<file path="src/rtl/mario_pkg.sv">
// Shared motion-state encoding and world/screen geometry for the Mario pipeline
// (motion, collision detector and sprite blocks).
package mario_pkg;

  typedef enum logic [1:0] {
    GROUNDED = 2'd0,
    RISING   = 2'd1,
    FALLING  = 2'd2
  } motion_state_e;

  localparam int X_MAX    = 3375;
  localparam int Y_GROUND = 223;
  localparam int SCREEN_W = 320;

  localparam int XW       = 13;
  localparam int YW       = 10;
  localparam int OFFSET_W = 12;

endpackage

</file>
<file path="src/rtl/camera_offset.sv">
// Registered camera scroll: keeps Mario at screen column CAM_X, clamped to
// the first and last full screens of the world.
module camera_offset
  import mario_pkg::*;
#(
  parameter int CAM_X   = 160,
  parameter int OFF_MAX = 3056
) (
  input  logic                pixel_clk_in,
  input  logic                rst_in,
  input  logic [XW-1:0]       x_in,
  output logic [OFFSET_W-1:0] offset_out
);

  localparam logic signed [13:0] CAM_S     = 14'(CAM_X);
  localparam logic signed [13:0] OFF_MAX_S = 14'(OFF_MAX);

  logic signed [13:0]    diff;
  logic [OFFSET_W-1:0]   offset_d;
  logic [OFFSET_W-1:0]   offset_q;

  assign diff = $signed({1'b0, x_in}) - CAM_S;

  always_comb begin
    offset_d = diff[OFFSET_W-1:0];
    if (diff < 14'sd0) begin
      offset_d = '0;
    end else if (diff > OFF_MAX_S) begin
      offset_d = OFF_MAX_S[OFFSET_W-1:0];
    end
  end

  always_ff @(posedge pixel_clk_in or posedge rst_in) begin
    if (rst_in) offset_q <= '0;
    else        offset_q <= offset_d;
  end

  assign offset_out = offset_q;

endmodule

</file>
<file path="src/rtl/mario_motion.sv">
// Per-frame Mario kinematics: walk, jump/fall FSM with head-bump abort, and
// camera scroll. All positions change only on new_frame so the detector sees stable values.
module mario_motion #(
  parameter int X_START   = 40,
  parameter int X_MAX     = mario_pkg::X_MAX,
  parameter int HALF_W    = 4,
  parameter int Y_GROUND  = mario_pkg::Y_GROUND,
  parameter int Y_MIN     = 16,
  parameter int WALK_STEP = 2,
  parameter int JUMP_V    = 10,
  parameter int VY_MAX    = 8,
  parameter int CAM_X     = 160,
  parameter int SCREEN_W  = mario_pkg::SCREEN_W
) (
  input  logic        pixel_clk_in,
  input  logic        rst_in,
  input  logic        new_frame,
  input  logic        btn_left,
  input  logic        btn_right,
  input  logic        btn_jump,
  input  logic        head_hit_in,
  output logic [12:0] x_mario_center,
  output logic [9:0]  y_mario_center,
  output logic [11:0] offset,
  output logic [1:0]  state_out,
  output logic        jump_start
);
  import mario_pkg::*;

  localparam logic signed [13:0] X_LO    = 14'(HALF_W);
  localparam logic signed [13:0] X_HI    = 14'(X_MAX - HALF_W);
  localparam logic signed [13:0] STEP    = 14'(WALK_STEP);
  localparam logic [12:0]        X_RST   = 13'(X_START);
  localparam logic [9:0]         Y_GND   = 10'(Y_GROUND);
  localparam logic [9:0]         Y_TOP   = 10'(Y_MIN);
  localparam logic [3:0]         VY_JUMP = 4'(JUMP_V);
  localparam logic [3:0]         VY_TERM = 4'(VY_MAX);

  motion_state_e state_q, state_d;
  logic [12:0]   x_q, x_d;
  logic [9:0]    y_q, y_d;
  logic [3:0]    vy_q, vy_d;
  logic          hit_seen_q, hit_seen_d;
  logic          armed_q, armed_d;
  logic          jump_start_q, jump_start_d;

  logic               hit_now;
  logic signed [13:0] x_s;
  logic signed [10:0] y_sub;
  logic [10:0]        y_add;
  logic [3:0]         vy_dec;

  // A hit arriving in the same cycle as new_frame belongs to the frame being closed.
  assign hit_now = hit_seen_q | head_hit_in;
  assign y_sub   = $signed({1'b0, y_q}) - $signed({7'b0, vy_q});
  assign y_add   = {1'b0, y_q} + {7'b0, vy_q};
  assign vy_dec  = vy_q - 4'd1;

  always_comb begin
    state_d      = state_q;
    x_d          = x_q;
    y_d          = y_q;
    vy_d         = vy_q;
    armed_d      = armed_q;
    jump_start_d = 1'b0;
    hit_seen_d   = hit_now;
    x_s          = $signed({1'b0, x_q});

    if (new_frame) begin
      hit_seen_d = 1'b0;
      armed_d    = armed_q | ~btn_jump;

      if (btn_right && !btn_left)      x_s = x_s + STEP;
      else if (btn_left && !btn_right) x_s = x_s - STEP;
      if (x_s < X_LO)      x_d = 13'(X_LO);
      else if (x_s > X_HI) x_d = 13'(X_HI);
      else                 x_d = x_s[12:0];

      case (state_q)
        GROUNDED: begin
          if (armed_q && btn_jump) begin
            state_d      = RISING;
            vy_d         = VY_JUMP;
            jump_start_d = 1'b1;
            armed_d      = 1'b0;
          end
        end
        RISING: begin
          if (hit_now) begin
            state_d = FALLING;
            vy_d    = 4'd0;
          end else begin
            if (y_sub <= $signed({1'b0, Y_TOP})) y_d = Y_TOP;
            else                                 y_d = y_sub[9:0];
            vy_d = vy_dec;
            if (vy_dec == 4'd0 || y_d == Y_TOP) begin
              state_d = FALLING;
              vy_d    = 4'd0;
            end
          end
        end
        FALLING: begin
          if (y_add >= {1'b0, Y_GND}) begin
            y_d     = Y_GND;
            state_d = GROUNDED;
            vy_d    = 4'd0;
          end else begin
            y_d  = y_add[9:0];
            vy_d = (vy_q >= VY_TERM) ? VY_TERM : vy_q + 4'd1;
          end
        end
        default: begin
          state_d = GROUNDED;
          vy_d    = 4'd0;
        end
      endcase
    end
  end

  always_ff @(posedge pixel_clk_in or posedge rst_in) begin
    if (rst_in) begin
      state_q      <= GROUNDED;
      x_q          <= X_RST;
      y_q          <= Y_GND;
      vy_q         <= 4'd0;
      hit_seen_q   <= 1'b0;
      armed_q      <= 1'b0;
      jump_start_q <= 1'b0;
    end else begin
      state_q      <= state_d;
      x_q          <= x_d;
      y_q          <= y_d;
      vy_q         <= vy_d;
      hit_seen_q   <= hit_seen_d;
      armed_q      <= armed_d;
      jump_start_q <= jump_start_d;
    end
  end

  camera_offset #(
    .CAM_X   (CAM_X),
    .OFF_MAX (X_MAX + 1 - SCREEN_W)
  ) u_camera (
    .pixel_clk_in (pixel_clk_in),
    .rst_in       (rst_in),
    .x_in         (x_q),
    .offset_out   (offset)
  );

  assign x_mario_center = x_q;
  assign y_mario_center = y_q;
  assign state_out      = state_q;
  assign jump_start     = jump_start_q;

endmodule

</file>
<file path="config.mk">
export PLATFORM = sky130hd
export DESIGN_NAME = mario_motion
export DESIGN_NICKNAME = d
export VERILOG_FILES = /design/src/rtl/mario_pkg.sv /design/src/rtl/camera_offset.sv /design/src/rtl/mario_motion.sv
export SDC_FILE = /design/constraint.sdc
export NUM_CORES = 1
export LEC_CHECK = 0
export ABC_CLOCK_PERIOD_IN_PS = 3600
export CAP_MARGIN = 20
export CORE_AREA = 2 2 106 67
export CTS_CLUSTER_SIZE = 40
export DETAILED_ROUTE_END_ITERATION = 16
export DIE_AREA = 0 0 108 69
export MAX_ROUTING_LAYER = met4
export PLACE_DENSITY_LB_ADDON = 0.15
export SLEW_MARGIN = 20
export SYNTH_ARGS = -nofsm -noshare
export SYNTH_HDL_FRONTEND = slang
export SYNTH_HIERARCHICAL = 1
export SYNTH_SLANG_ARGS = --single-unit
</file>
<file path="constraint.sdc">
create_clock -name pixel_clk_in -period 3.6 [get_ports pixel_clk_in]
set_input_delay 0.36 -clock pixel_clk_in [delete_from_list [all_inputs] [get_ports pixel_clk_in]]
set_output_delay 0.36 -clock pixel_clk_in [all_outputs]
set_load 0.05 [all_outputs]
</file>
# Word level (Yosys, flattened, before mapping)
# Cells that the tools add are included.
# op_classes
add_sub_neg	7
n_mul	0
div_mod_pow	0
magnitude_cmp	7
n_eq_ne	7
shift	0
mux	31
n_bitwise	3
n_reduce_logical	12
# ops
operator	count
10-bit 2-to-1 mux	6
14-bit 2-to-1 mux	3
14-bit by 13-bit > comparator with 1-bit output, second input constant	2
13-bit 2-to-1 mux	2
12-bit 2-to-1 mux	2
4-bit 2-to-1 mux	5
10-bit case mux with 2 select lines	1
13-bit by 2-bit adder with 14-bit output, second input constant	1
14-bit by 1-bit less-than comparator with 1-bit output, second input constant	1
14-bit by 4-bit less-than comparator with 1-bit output, second input constant	1
13-bit by 2-bit subtractor with 14-bit output, second input constant	1
13-bit by 8-bit subtractor with 14-bit output, second input constant	1
4-bit case mux with 3 select lines	1
10-bit by 4-bit adder with 11-bit output	1
11-bit by 8-bit greater-or-equal comparator with 1-bit output, second input constant	1
11-bit by 6-bit <= comparator with 1-bit output, second input constant	1
10-bit by 4-bit subtractor with 11-bit output	1
10-bit by 5-bit equality test with 1-bit output, second input constant	1
2-bit 2-to-1 mux	4
1-bit 2-to-1 mux	6
2-bit inequality test, second input constant	3
2-bit case mux with 3 select lines	1
4-bit by 1-bit adder with 4-bit output, second input constant	1
4-bit greater-or-equal comparator, second input constant	1
15 further kinds	19
# word_totals
ff_bits	44
latch_bits	0
ramBits	0
mem_bits_ro	0
input_bits	7
memories	0

# Depth between registers and ports, before layout
# Gate-level depths: netlist (run 1).
# logic_depth
ltp_word	11
mapped_depth	13
depth_no_buf	11

# Cells and area by module
# Netlist (run 1), hierarchy kept.
# by_module_without_submodules
module	n_inst	cells_each	area_each_um2	seq_area_each_um2
mario_motion	1	354	2916.5	812.0
camera_offset	1	61	626.9	300.3

# Worst setup path after synthesis (run 1)
# Ideal clock, no wire load.
# synth_timing
path_type	register to register
start	register y_q[2], in the netlist y_mario_center[2]
end	register vy_q[2]
t_arrival_ns	3.002
required_time_ns	3.471
setup_slack_ns	0.469
stages_incl_launch_ff	12
period_less_slack_ns	3.131
path_cell_list	dfstp_2 > ha_1 > buf_2 > o21a_1 > o31a_1 > clkbuf_1 > nor4bb_1 > a211oi_1 > a2111o_1 > nand4_1 > o21ai_0 > a2111o_1
# synth_via
elab_chain_len	11
word_cells_on_any_way	14
classes_between	add/sub: 2; order compare: 2; eq/ne: 1; mux: 8; reduce/logical: 1
# synth_rtl
element	line	rtl
start: declaration	mario_motion.sv:41	logic [9:0] y_q, y_d;
start signal: assignment	mario_motion.sv:132	y_q <= y_d;
10-bit by 4-bit subtractor with 11-bit output	mario_motion.sv:55	assign y_sub = $signed({1'b0, y_q}) - $signed({7'b0, vy_q});
11-bit by 6-bit <= comparator with 1-bit output	mario_motion.sv:93	if (y_sub <= $signed({1'b0, Y_TOP})) y_d = Y_TOP;
10-bit 2-to-1 mux	mario_motion.sv:93	
10-bit 2-to-1 mux	mario_motion.sv:89	if (hit_now) begin
10-bit 2-to-1 mux	mario_motion.sv:79	case (state_q)
10-bit 2-to-1 mux	mario_motion.sv:69	if (new_frame) begin
10-bit by 5-bit equality test with 1-bit output	mario_motion.sv:96	if (vy_dec == 4'd0 || y_d == Y_TOP) begin
1-bit logical OR	mario_motion.sv:96	
4-bit 2-to-1 mux	mario_motion.sv:96	
4-bit 2-to-1 mux	mario_motion.sv:89	
4-bit case mux with 3 select lines (*)	mario_motion.sv:79	
end signal: assignment	mario_motion.sv:133	vy_q <= vy_d;
end: declaration	mario_motion.sv:42	logic [3:0] vy_q, vy_d;
# Mark *: on every way between the ends. The rest lies on a longest branch, timed or not. The select of a mux whose other input is x is not followed.
# A chain may end at the register's enable or synchronous reset.

# Worst setup path after layout (run 1)
# layout_timing
start	register vy_q[1]
end	register vy_q[2]
# layout_via
elab_chain_len	11
word_cells_on_any_way	19
classes_between	add/sub: 4; order compare: 3; eq/ne: 1; mux: 9; reduce/logical: 2
# layout_rtl
element	line
10-bit by 4-bit subtractor with 11-bit output	mario_motion.sv:55
11-bit by 6-bit <= comparator with 1-bit output	mario_motion.sv:93
10-bit 2-to-1 mux	mario_motion.sv:93
10-bit 2-to-1 mux	mario_motion.sv:89
10-bit 2-to-1 mux	mario_motion.sv:79
10-bit 2-to-1 mux	mario_motion.sv:69
10-bit by 5-bit equality test with 1-bit output	mario_motion.sv:96
1-bit logical OR	mario_motion.sv:96
4-bit 2-to-1 mux	mario_motion.sv:96
4-bit 2-to-1 mux	mario_motion.sv:89
4-bit case mux with 3 select lines (*)	mario_motion.sv:79
# Marks and branches as above.

==> results of run 1 <==
## cell type report
type	count	area, sq um
Clock buffer	6	82.58
Inverter	22	82.58
Sequential cell	44	1112
Clock inverter	2	15.01
Multi-Input combinational cell	325	2240
Tap cell	87	108.9
Fill cell	564	2341
Timing Repair Buffer	51	493.0
## metrics by stage
stage / total power (W) / hold WS, ns / std cells / setup WS [ns]
2_1_floorplan: 0.002892 / 0.2247 / 415 / 0.4689
3_3_place_gp: 0.003543 / 0.4616 / 529 / 0.3473
3_5_place_dp: 0.003590 / 0.4866 / 529 / 0.2895
4_1_cts: 0.003948 / 0.4011 / 537 / 0.2777
5_1_grt: 0.004270 / 0.4365 / 537 / 0.00007638
6_report: 0.003958 / 0.3916 / 537 / 0.2761
## kinds of logic after synthesis
group	Yosys count	synth area share, %
muxes	3	0.8828
adders and majority gates	16	6.074
buffers and inverters	46	5.402
xor gates and xnor gates	24	6.144
and+or+nand+nor	164	25.92
AOI/OAI and AO/OA	118	24.19
DFF	44	31.39
## power breakdown
| group | internal [W] | total, W | switching [W] |
|---|---|---|---|
| clock network | 0.000156 | 0.000341 | 0.000185 |
| registers | 0.000716 | 0.00105 | 0.000335 |
| logic | 0.000970 | 0.00257 | 0.00160 |
## cells in the final DEF, fill, tap and decap left out, types with 12 or more instances in the layout
cell	count
a21oi_1	21
clkdlybuf4s50_1	44
dfrtp_1	35
ha_1	14
inv_1	22
nand2_1	32
nand2b_1	12
nand3_1	13
nor2_1	25
nor3_1	17
o21ai_0	21
xor2_1	13
## per-layer routing
| layer | GRT usage, % | share of wire, % | vias up |
|---|---|---|---|
| li1 | - | - | 1607 |
| met5 | - | 0 | - |
| met3 | 5.582 | 7.6 | 9 |
| met2 | 34.24 | 40 | 114 |
| met4 | 4.843 | 0.65 | 0 |
| met1 | 42.19 | 52 | 1588 |
## registers in the layout, summed over array words and instances (netlist names)
signal,count
vy_q,4
armed_q,1
x_mario_center,13
jump_start,1
y_mario_center,10
hit_seen_q,1
state_out,2
u_camera/offset_out,12
## cells in the mapped netlist, types with 4 or more instances
cell	instances
nand2b_1	12
a21oi_1	21
nor2_1	25
nor4_1	4
dfrtp_1	35
a31oi_1	9
o21ai_0	21
xnor2_1	10
nor3_1	17
xor2_1	13
nor2b_1	6
o211ai_1	7
dfstp_2	9
o21a_1	6
nand3b_1	5
inv_1	22
clkbuf_1	19
or3_1	7
nand3_1	13
or4_1	6
nand4_1	5
o22ai_1	5
o31ai_1	4
or2_2	5
nand2_1	32
nor3b_1	6
ha_1	14
## path summary, 6_finish.rpt
check,start,to
worst max register to register,vy_q[1]$_DFFE_PP0P_,vy_q[2]$_DFFE_PP0P_
max in group asynchronous,rst_in,x_mario_center[3]$_DFFE_PP1P_
worst min register to register,hit_seen_q$_DFF_PP0_,hit_seen_q$_DFF_PP0_
worst max-delay path,vy_q[1]$_DFFE_PP0P_,vy_q[2]$_DFFE_PP0P_
worst min-delay path,rst_in,u_camera/offset_out[1]$_DFF_PP0_
min in group pixel_clk_in,hit_seen_q$_DFF_PP0_,hit_seen_q$_DFF_PP0_
==> impl_results.md, run 1 <==
* Die X-Extent at 108 microns
* Sequential fraction of the synthesis area at 31.39%
* DIE HEIGHT at 69 microns
* Slew HR at 59.68%
* Synth area leaders: dfrtp_1 25%, dfstp_2 6.7%, ha_1 4.9%, nand2_1 3.4%, xor2_1 3.2%
* CP max stage delay at 0.54 ns
* Max Cap Viol at 0
* Initial antenna violation count at 0
* Final min period at 3.324 ns
* Final core utilization at 63.85%
* Layout Skew at 0.009061 ns
* Status: completed
* Dpl hpwl at 6.946 mm
* DP Area at 0.004036 sq mm
* Post-cts sizing count at 0
* Setup Buffers After CTS at 0
* # diodes at 0
* Final setup fails at 0
* Core Rows at 23
* Worst EP arrival at 3.52 ns
* Routability-driven placement congestion ratio at 0.9324
* Area of the die at 0.007452 sq mm
* Syn Inst Count at 415
* Hold_buf cts at 0
* WP depth at 10
* Area leader, netlist: dfrtp_1
* Net count, final at 472
* Avg Inst Size Synth at 8.538 sq um
* TNS Setup at 0 ns
* Power per cell area at 957.5 mW/mm^2
* Clk sinks at 44
* WL per Instance at 17.08 microns
* Cell variety after synth at 73
* Syn Std Cell Area at 0.003543 sq mm
* Crit path launch type: register
* Total GRT Usage at 26.53%
* Peak Freq at 300.9 MHz
* Post-synth top flop: dfrtp_1
* Pre-Repair DR Iteration Count at 5
* Synth warn at 6
* Post-DRT Antenna Nets at 0
* Port-buffer cells at 44
* Worst-Skew Late Latency at 0.31 ns
* VDD IR-drop max at 0.4823 mV
* RSZ-0062 raised after global routing: false
* WL final at 9.171 mm
* Starting DRT DRC Count at 271
* Share of the synthesized area in the top cell type at 24.72%
* Number of buffers created by CTS at 5
* Vias at 3,318
* Most common cell on crit path: a2111o_1
* Fin area at 0.004134 sq mm
* Final slew viol count at 0
* Synth Register Bits at 44
* Starting density of the core at 54.72%
* Htree depth at 2
* Worst Reg-to-Reg Cells at 10
* Root Driver: clkbuf_8
* Lkg Pwr at 1.642 nW
* Vias per inst at 6.179
* Min-delay worst type: in2async
* WP data required at 3.80 ns
* Post-synth ARST share at 100.0%
* Max FO, Critical Path at 10
* Vias in the first global route at 3,006
* Syn nets at 438
* CTS tree: yes
* Hold Vio Cnt, Final at 0
* Final period util at 92.33%
* Crit path buffers/inverters at 1
* Crit-path slowest cell: dfrtp_1
* Largest net degree at the start of global routing at 33
* Least-Margin Pin Slew at 0.6002 ns
* Critical path class: reg2reg
* Worst-path clk slew at 0.09 ns
* DR DRC count at 0
* Layout cells sized above 1 at 10.44%
* I/O pins at 45
* Post-synth EDFFs at 0
* Worst path cell trace: inv_1 -> ha_1 -> nor2b_1 -> o31a_1 -> nor4bb_1 -> a211oi_1 -> a2111o_1 -> nand4_1 -> o21ai_0 -> a2111o_1
* Flop2flop setup slack at 0.28 ns
* Critical path endpoint category: register
* Cell family with most CP delay: compound AO/OA/AOI/OAI gates
* Core area at 0.006475 sq mm
* Layout area overhead at 16.67%
* First-pass GRT wire length at 15.44 mm
* Clk buf depth at 2
* Overflow after GRT at 0
(Power assumes the default switching activity.)
==> run 2: changes to the inputs <==
PLACE_DENSITY = 0.83   (was not set)
PLACE_DENSITY_LB_ADDON = not set   (was 0.15)
TNS_END_PERCENT = 10   (was not set)
==> run 2 against run 1 <==
  * Wire length is 0.37% higher
  * Sequential share of layout area about the same
  * Utilization is essentially flat
  * Worst hold slack lost 0.0068 ns
  * Clock skew is 0.00067 ns higher
  * Critical path depth unchanged
  * Critical path type unchanged
==> impl_results.md, run 2 (synthesis gave the netlist of run 1 again) <==
* Status: completed (unchanged)
* Most common cell on crit path: a2111o_1 (unchanged)
* WL per Instance at 17.14 microns (was 17.08 microns)
* Net count, final at 472 (unchanged)
* Vias at 3,396 (was 3,318)
* Critical path class: reg2reg (unchanged)
* Worst EP arrival at 3.55 ns (was 3.52 ns)
* Core Rows at 23 (unchanged)
* Starting density of the core at 54.72% (unchanged)
* Overflow after GRT at 0 (unchanged)
* # diodes at 0 (unchanged)
* First-pass GRT wire length at 15.41 mm (was 15.44 mm)
* Lkg Pwr at 1.647 nW (was 1.642 nW)
* Crit path launch type: register (unchanged)
* Die X-Extent at 108 microns (unchanged)
* Final period util at 93.37% (was 92.33%)
* Initial antenna violation count at 0 (unchanged)
* Register area at 0.001112 sq mm (unchanged)
* Final min period at 3.361 ns (was 3.324 ns)
* DIE HEIGHT at 69 microns (unchanged)
* Max reg flops at 13 (unchanged)
* Peak Freq at 297.5 MHz (was 300.9 MHz)
* Top sig layer: met4 (unchanged)
* Cell family with most CP delay: compound AO/OA/AOI/OAI gates (unchanged)
* Number of buffers created by CTS at 5 (unchanged)
* Port-buffer cells at 44 (unchanged)
* CTS tree: yes (unchanged)
* Slew HR at 56.26% (was 59.68%)
* Max FO, Critical Path at 10 (unchanged)
* Starting DRT DRC Count at 232 (was 271)
* Htree depth at 2 (unchanged)
* Crit-path slowest cell: dfrtp_1 (unchanged)
* Root Driver: clkbuf_8 (unchanged)
* Min-delay worst type: in2async (unchanged)
* DR WL met3 at 903 microns (was 694 microns)
* Met2 wire length at 3.806 mm (was 3.671 mm)
* VDD IR-drop max at 0.4763 mV (was 0.4823 mV)
* Final setup fails at 0 (unchanged)
* Multi-input logic area at 0.002240 sq mm (unchanged)
* Core area at 0.006475 sq mm (unchanged)
* Pre-Repair DR Iteration Count at 5 (unchanged)
* Layout area overhead at 16.60% (was 16.67%)
* Most frequent cells in the layout: 44 x clkdlybuf4s50_1, 35 x dfrtp_1, 32 x nand2_1, 25 x nor2_1, 22 x inv_1 (unchanged)
* Largest net degree at the start of global routing at 33 (unchanged)
* I/O pins at 45 (unchanged)
* Crit path buffers/inverters at 1 (unchanged)
* Dpl hpwl at 6.904 mm (was 6.946 mm)
* Final slew viol count at 0 (unchanged)
* Post-cts sizing count at 0 (unchanged)
* Layout Skew at 0.009727 ns (was 0.009061 ns)
* Critical path endpoint category: register (unchanged)
* Total GRT Usage at 26.21% (was 26.53%)
* Placed insts at 529 (unchanged)
* TNS Setup at 0 ns (unchanged)
* Area of the die at 0.007452 sq mm (unchanged)
* Hold Vio Cnt, Final at 0 (unchanged)
* Final cell count without fillers at 537 (unchanged)
* Fill count at 539 (was 564)
* RSZ-0062 raised after global routing: false (unchanged)
* Power per cell area at 958.7 mW/mm^2 (was 957.5 mW/mm^2)
* DRT met1 WL at 4.413 mm (was 4.744 mm)
* Layout cells sized above 1 at 10.44% (unchanged)
* DP Area at 0.004036 sq mm (unchanged)
* DR DRC count at 0 (unchanged)
* Vias per inst at 6.324 (was 6.179)
* Least-Margin Pin Slew at 0.6492 ns (was 0.6002 ns)
* Post-DRT Antenna Nets at 0 (unchanged)
* Worst path cell trace: inv_1 -> ha_1 -> nor2b_1 -> o31a_1 -> nor4bb_1 -> a211oi_1 -> a2111o_1 -> nand4_1 -> o21ai_0 -> a2111o_1 (unchanged)
* Fin area at 0.004131 sq mm (was 0.004134 sq mm)
* Routability-driven placement congestion ratio at 0.9524 (was 0.9324)
* Setup Buffers After CTS at 0 (unchanged)
* Worst-case hold slack at 0.3849 ns (was 0.3916 ns)
* Worst Reg-to-Reg Cells at 10 (unchanged)
* Worst-Skew Late Latency at 0.31 ns (about the same)
* CP max stage delay at 0.55 ns (was 0.54 ns)
* WP depth at 10 (unchanged)
* WP data required at 3.79 ns (was 3.80 ns)
* Most common cell after layout, fill and taps aside: clkdlybuf4s50_1 (unchanged)
* Clk buf depth at 2 (unchanged)
* WL final at 9.205 mm (was 9.171 mm)
* Vias in the first global route at 3,099 (was 3,006)
* Clk sinks at 44 (unchanged)
* Max Cap Viol at 0 (unchanged)
* Hold_buf cts at 0 (unchanged)
* Worst-path clk slew at 0.09 ns (about the same)
## run 2: changes by cell type in the layout (fill, tap and decap cells not counted)
cell / delta
clkinv_4: +1
inv_6: +2
clkinvlp_4: -2
clkbuf_8: -1
## run 2: final timing paths
check / start / end / slack (ns)
max in group asynchronous: rst_in / y_mario_center[0]$_DFFE_PP1P_ / 2.77
max reg2reg: vy_q[1]$_DFFE_PP0P_ / vy_q[2]$_DFFE_PP0P_ / 0.24
min reg2reg: hit_seen_q$_DFF_PP0_ / hit_seen_q$_DFF_PP0_ / 0.50
min: rst_in / u_camera/offset_out[4]$_DFF_PP0_ / 0.38
min in group pixel_clk_in: hit_seen_q$_DFF_PP0_ / hit_seen_q$_DFF_PP0_ / 0.50
max: vy_q[1]$_DFFE_PP0P_ / vy_q[2]$_DFFE_PP0P_ / 0.24
## run 2: cell type report
type	instances	share of cell area [%]
Sequential cell	44	26.92
Timing Repair Buffer	51	11.93
Clock buffer	5	1.666
Tap cell	87	2.635
Clock inverter	3	0.6360
Inverter	22	1.999
Multi-Input combinational cell	325	54.21
## run 2: layer usage
| layer | GRT usage [%] | up-vias |
|---|---|---|
| li1 | - | 1598 |
| met1 | 40.81 | 1623 |
| met2 | 34.80 | 163 |
| met3 | 5.487 | 12 |
| met4 | 5.128 | 0 |
| met5 | - | - |
## run 2: per-stage QoR
stage                     setup slack (ns)  power, W  utilization, %
final                               0.2388  0.003961           63.81
after global routing               0.03007  0.004245           63.81
after CTS                           0.2861  0.003933           63.81
after detailed placement            0.2734  0.003586           62.34
after global placement              0.4021  0.003519           62.34
after floorplan                     0.4689  0.002892               -
## run 2: power breakdown
| part | switching [W] | internal [W] |
|---|---|---|
| Sequential | 0.000320 | 0.000716 |
| Clock | 0.000190 | 0.000143 |
| Combinational | 0.00162 | 0.000973 |
| Total | 0.00213 | 0.00183 |
==> run 3: changes to the inputs <==
CTS_CLUSTER_SIZE = 8   (was 40)
==> results of run 3 <==
The final DEF is identical to that of run 2; final timing and power are the same.
==> RTL change 1: new RTL, config.mk and constraints of run 1 <==
The output `jump_start` loses its register stage (`jump_start_q` becomes a continuous assignment).
--- a/src/rtl/mario_motion.sv
+++ b/src/rtl/mario_motion.sv
@@ -127,3 +127,2 @@
       armed_q      <= 1'b0;
-      jump_start_q <= 1'b0;
     end else begin
@@ -135,5 +134,6 @@
       armed_q      <= armed_d;
-      jump_start_q <= jump_start_d;
     end
   end
+
+  assign jump_start_q = jump_start_d;
 
Check against the original RTL: not equivalent (Yosys sat finds a counterexample within 4 cycles, from zero or initial values and one cycle with rst_in high).
==> RTL change 1 against run 1 <==
Worst setup slack got worse by 140 ps. Global-route usage rose by 2.2 points. Wire length rose by 11%. Sequential cell count fell by 1. Critical path depth rose by 1. Synthesized area fell by 0.92%. Final area rose by 0.94%. Die area did not move. Highest routed layer unchanged.
Power is left out: the tool's default activity adds up to more than one toggle a clock period on the data nets, which glitch-free logic cannot reach.
==> RTL change 1: results <==
[logic_synthesis]
synth.lib_cells_used.distinct = 74
ys_seq_area_share_pct = 31.0
syn-num-nets = 444
avgSynthCellArea_sq_um = 8.34
synth_top_cells_by_count = sky130_fd_sc_hd__nor2_1 (40), sky130_fd_sc_hd__dfrtp_1 (34), sky130_fd_sc_hd__o21ai_0 (26), sky130_fd_sc_hd__nor3_1 (25), sky130_fd_sc_hd__inv_1 (24)

[timing]
finalClockSkew_ps = 10.7
timing.max_slew.rel_slack_pct = 31.1

[route]
detail_route.iter0.violations = 469
wl_met3_mm = 1.38
route.vias.total = 3597
detail_route.wirelength_mm = 10.2
first_pass_iters = 6

[global_routing]
globalRouteMet1Util_pct = 45.5
global_route.usage.met3_pct = 6.24
grt_start_max_net_pins = 29
groute.usage.overall_pct = 28.8
first_global_vias = 3156
groute.layer.met2.usage_pct = 37.8
wire_length_of_the_first_global_routing_pass_mm = 16.6

[finish]
n_all_inverters = 24
layout.comb_gates.multi_input = 335
sequential_cell_area_sq_um = 1090
clkCellAreaFrac_pct = 2.28
layout.nonclk_buf_share_pct = 12.8
layout.clock_buffers = 5
total_of_plain_and_repair_buffers_excluding_clock_buffers = 57

[place]
gp_congestion = 1.05
placement.setup.worst_slack_ps = 86.4
placement.cell_area_sq_um = 4070
place.detailed.instances = 546

[outcome]
status = finished clean

[critical_path]
critPathSlowestCell = sky130_fd_sc_hd__dfstp_2
worst-path-max-fanout = 6
-- RTL change 1: cells by family after synthesis --
kind of cell / share of synthesized area, %
multiplexers: 0.891
flip-flops: 31.0
AO/OA/AOI/OAI: 24.7
adder cells (fa/ha/maj): 6.13
buffers and inverters: 4.88
XOR/XNOR: 4.24
AND/OR/NAND/NOR: 28.2
-- RTL change 1: path summary, 6_finish.rpt --
| path | start | to | slack, ps | cells past startpoint |
|---|---|---|---|---|
| hold reg to reg | armed_q | armed_q | 500 | 2 |
| setup / recovery | y_mario_center[0] | vy_q[1] | 130 | 11 |
| max in group asynchronous | rst_in | y_mario_center[2] | 2540 | 3 |
| hold / removal | rst_in | u_camera/offset_out[7] | 390 | 2 |
| min in group pixel_clk_in | armed_q | armed_q | 500 | 2 |
| setup reg to reg | y_mario_center[0] | vy_q[1] | 130 | 11 |
==> RTL change 2: new RTL, config.mk and constraints of run 1 <==
Without the edit above. `CAM_X` is set to 160 in 2 places; all go to 80.
--- a/src/rtl/camera_offset.sv
+++ b/src/rtl/camera_offset.sv
@@ -5,3 +5,3 @@
 #(
-  parameter int CAM_X   = 160,
+  parameter int CAM_X   = 80,
   parameter int OFF_MAX = 3056
--- a/src/rtl/mario_motion.sv
+++ b/src/rtl/mario_motion.sv
@@ -11,3 +11,3 @@
   parameter int VY_MAX    = 8,
-  parameter int CAM_X     = 160,
+  parameter int CAM_X     = 80,
   parameter int SCREEN_W  = mario_pkg::SCREEN_W
Behaviour: same outputs for any inputs over 4 cycles, from zero or initial values and one cycle with rst_in high; that may be too few to reach the edited logic, so the function may still have changed.
==> RTL change 2 against run 1 <==
Critical path depth rose by 1. Clock power fell by 2%. Sequential cell count did not move. Clock skew is 10 ps higher. Power increased by 1.3%. Core utilization up 0.25 points. Synthesized area is 0.67% higher. Wire length up 2.3%. Cell count increased by 0.74%. Worst setup slack better by 41 ps. Final area up 0.39%. Largest power group unchanged.
==> RTL change 2: results <==
[global_routing]
grt_antenna_before_repair = 0
grt_start_max_net_pins = 27
wire_length_of_the_first_global_routing_pass_mm = 15.9
groute.layer.met2.usage_pct = 36.1
first_global_vias = 3071
groute.usage.overall_pct = 27.1
global_route.usage.met3_pct = 5.01
globalRouteMet1Util_pct = 42.9

[hold_path]
worstHoldPathType = in2async

[finish]
drive_above_1_share_pct = 10.1
layout.nonclk_buf_share_pct = 11.7
clkCellAreaFrac_pct = 2.23
total_of_plain_and_repair_buffers_excluding_clock_buffers = 50
finalNetCount = 477
layout.comb_gates.multi_input = 329
nFillCells = 583
sequential_cell_area_sq_um = 1110
n_all_inverters = 23
share_of_the_final_layout_cell_area_in_multi_input_gates_pct = 54.5
layout.clock_buffers = 5

[logic_synthesis]
ys_seq_area_share_pct = 31.2
synth_top_area_cells = sky130_fd_sc_hd__dfrtp_1 (25%), sky130_fd_sc_hd__dfstp_2 (6.6%), sky130_fd_sc_hd__ha_1 (5.3%), sky130_fd_sc_hd__a21oi_1 (3.6%), sky130_fd_sc_hd__nand2_1 (3.4%)
number_of_warnings_printed_during_yosys_synthesis = 6
syn-num-nets = 443
synth-adder-area-share_pct = 6.38
synthXorXnorAreaFrac_pct = 5.86
synth_top_cells_by_count = sky130_fd_sc_hd__dfrtp_1 (35), sky130_fd_sc_hd__nand2_1 (32), sky130_fd_sc_hd__a21oi_1 (26), sky130_fd_sc_hd__nor2_1 (26), sky130_fd_sc_hd__inv_1 (23)
synth_mux_area_share_pct = 0.561
synth-compound-area-share_pct = 25.6

[clock_tree]
clock_latency_ps = 320
cts.path.max_buffers = 2
clock-root-buffer = sky130_fd_sc_hd__clkbuf_8
cts.reportedPaths.clkPinSlew_ps = 110

[timing]
timing.max_slew.rel_slack_pct = 51.2
post-route-period-util_pct = 91.2
finalClockSkew_ps = 19.4

[route]
drt-met1-wl_mm = 4.81
detail_route.iter0.violations = 340
first_pass_iters = 7
viasPerCell = 6.25
wl_met3_um = 698
wire_per_inst_um = 17.3
met2RoutedLength_mm = 3.80

[critical_path]
critPathSlowestCell = sky130_fd_sc_hd__dfstp_2
reg2regPathDepth = 11
worstPathArrival_ps = 3470
worst-path-max-fanout = 6
reg2reg_setup_slack_ps = 320
critPathLaunch = y_mario_center[0]
slowest_delay_ps = 570

[outcome]
status = finished clean

[power_and_ir_drop]
power.leakage_nw = 1.66
post-layout-total-power_mw = 4.01
power_share_of_the_clock_group_pct = 8.3
ir_drop_mv = 0.487
switching_share_pct = 54.2

[place]
hpwl_mm = 7.02
gp_congestion = 0.976
RTL change 2: cell count changes in the layout (fill, tap and decap cells not counted), moves of 2 or more:
cell	run 1	this run
sky130_fd_sc_hd__a31oi_1	9	5
sky130_fd_sc_hd__xor2_1	13	10
sky130_fd_sc_hd__o21ai_1	3	6
sky130_fd_sc_hd__or2b_1	2	0
sky130_fd_sc_hd__o21ai_0	21	19
sky130_fd_sc_hd__a21oi_1	21	26
sky130_fd_sc_hd__or3_1	7	9
sky130_fd_sc_hd__xnor2_1	10	12
sky130_fd_sc_hd__nor3_1	17	19
sky130_fd_sc_hd__nor3b_1	6	0
RTL change 2: through the flow:
step                      area [sq um]  worst slack [ps]  util [%]  cells  hold WS [ps]
final                             4150               317      64.1    541           327
after global routing              4150               115      64.1    541           369
after CTS                         4150               329      64.1    541           351
after detailed placement          4060               302      62.6    533           477
after global placement            4060               382      62.6    533           462
after floorplan                   3570               469         -    419           225
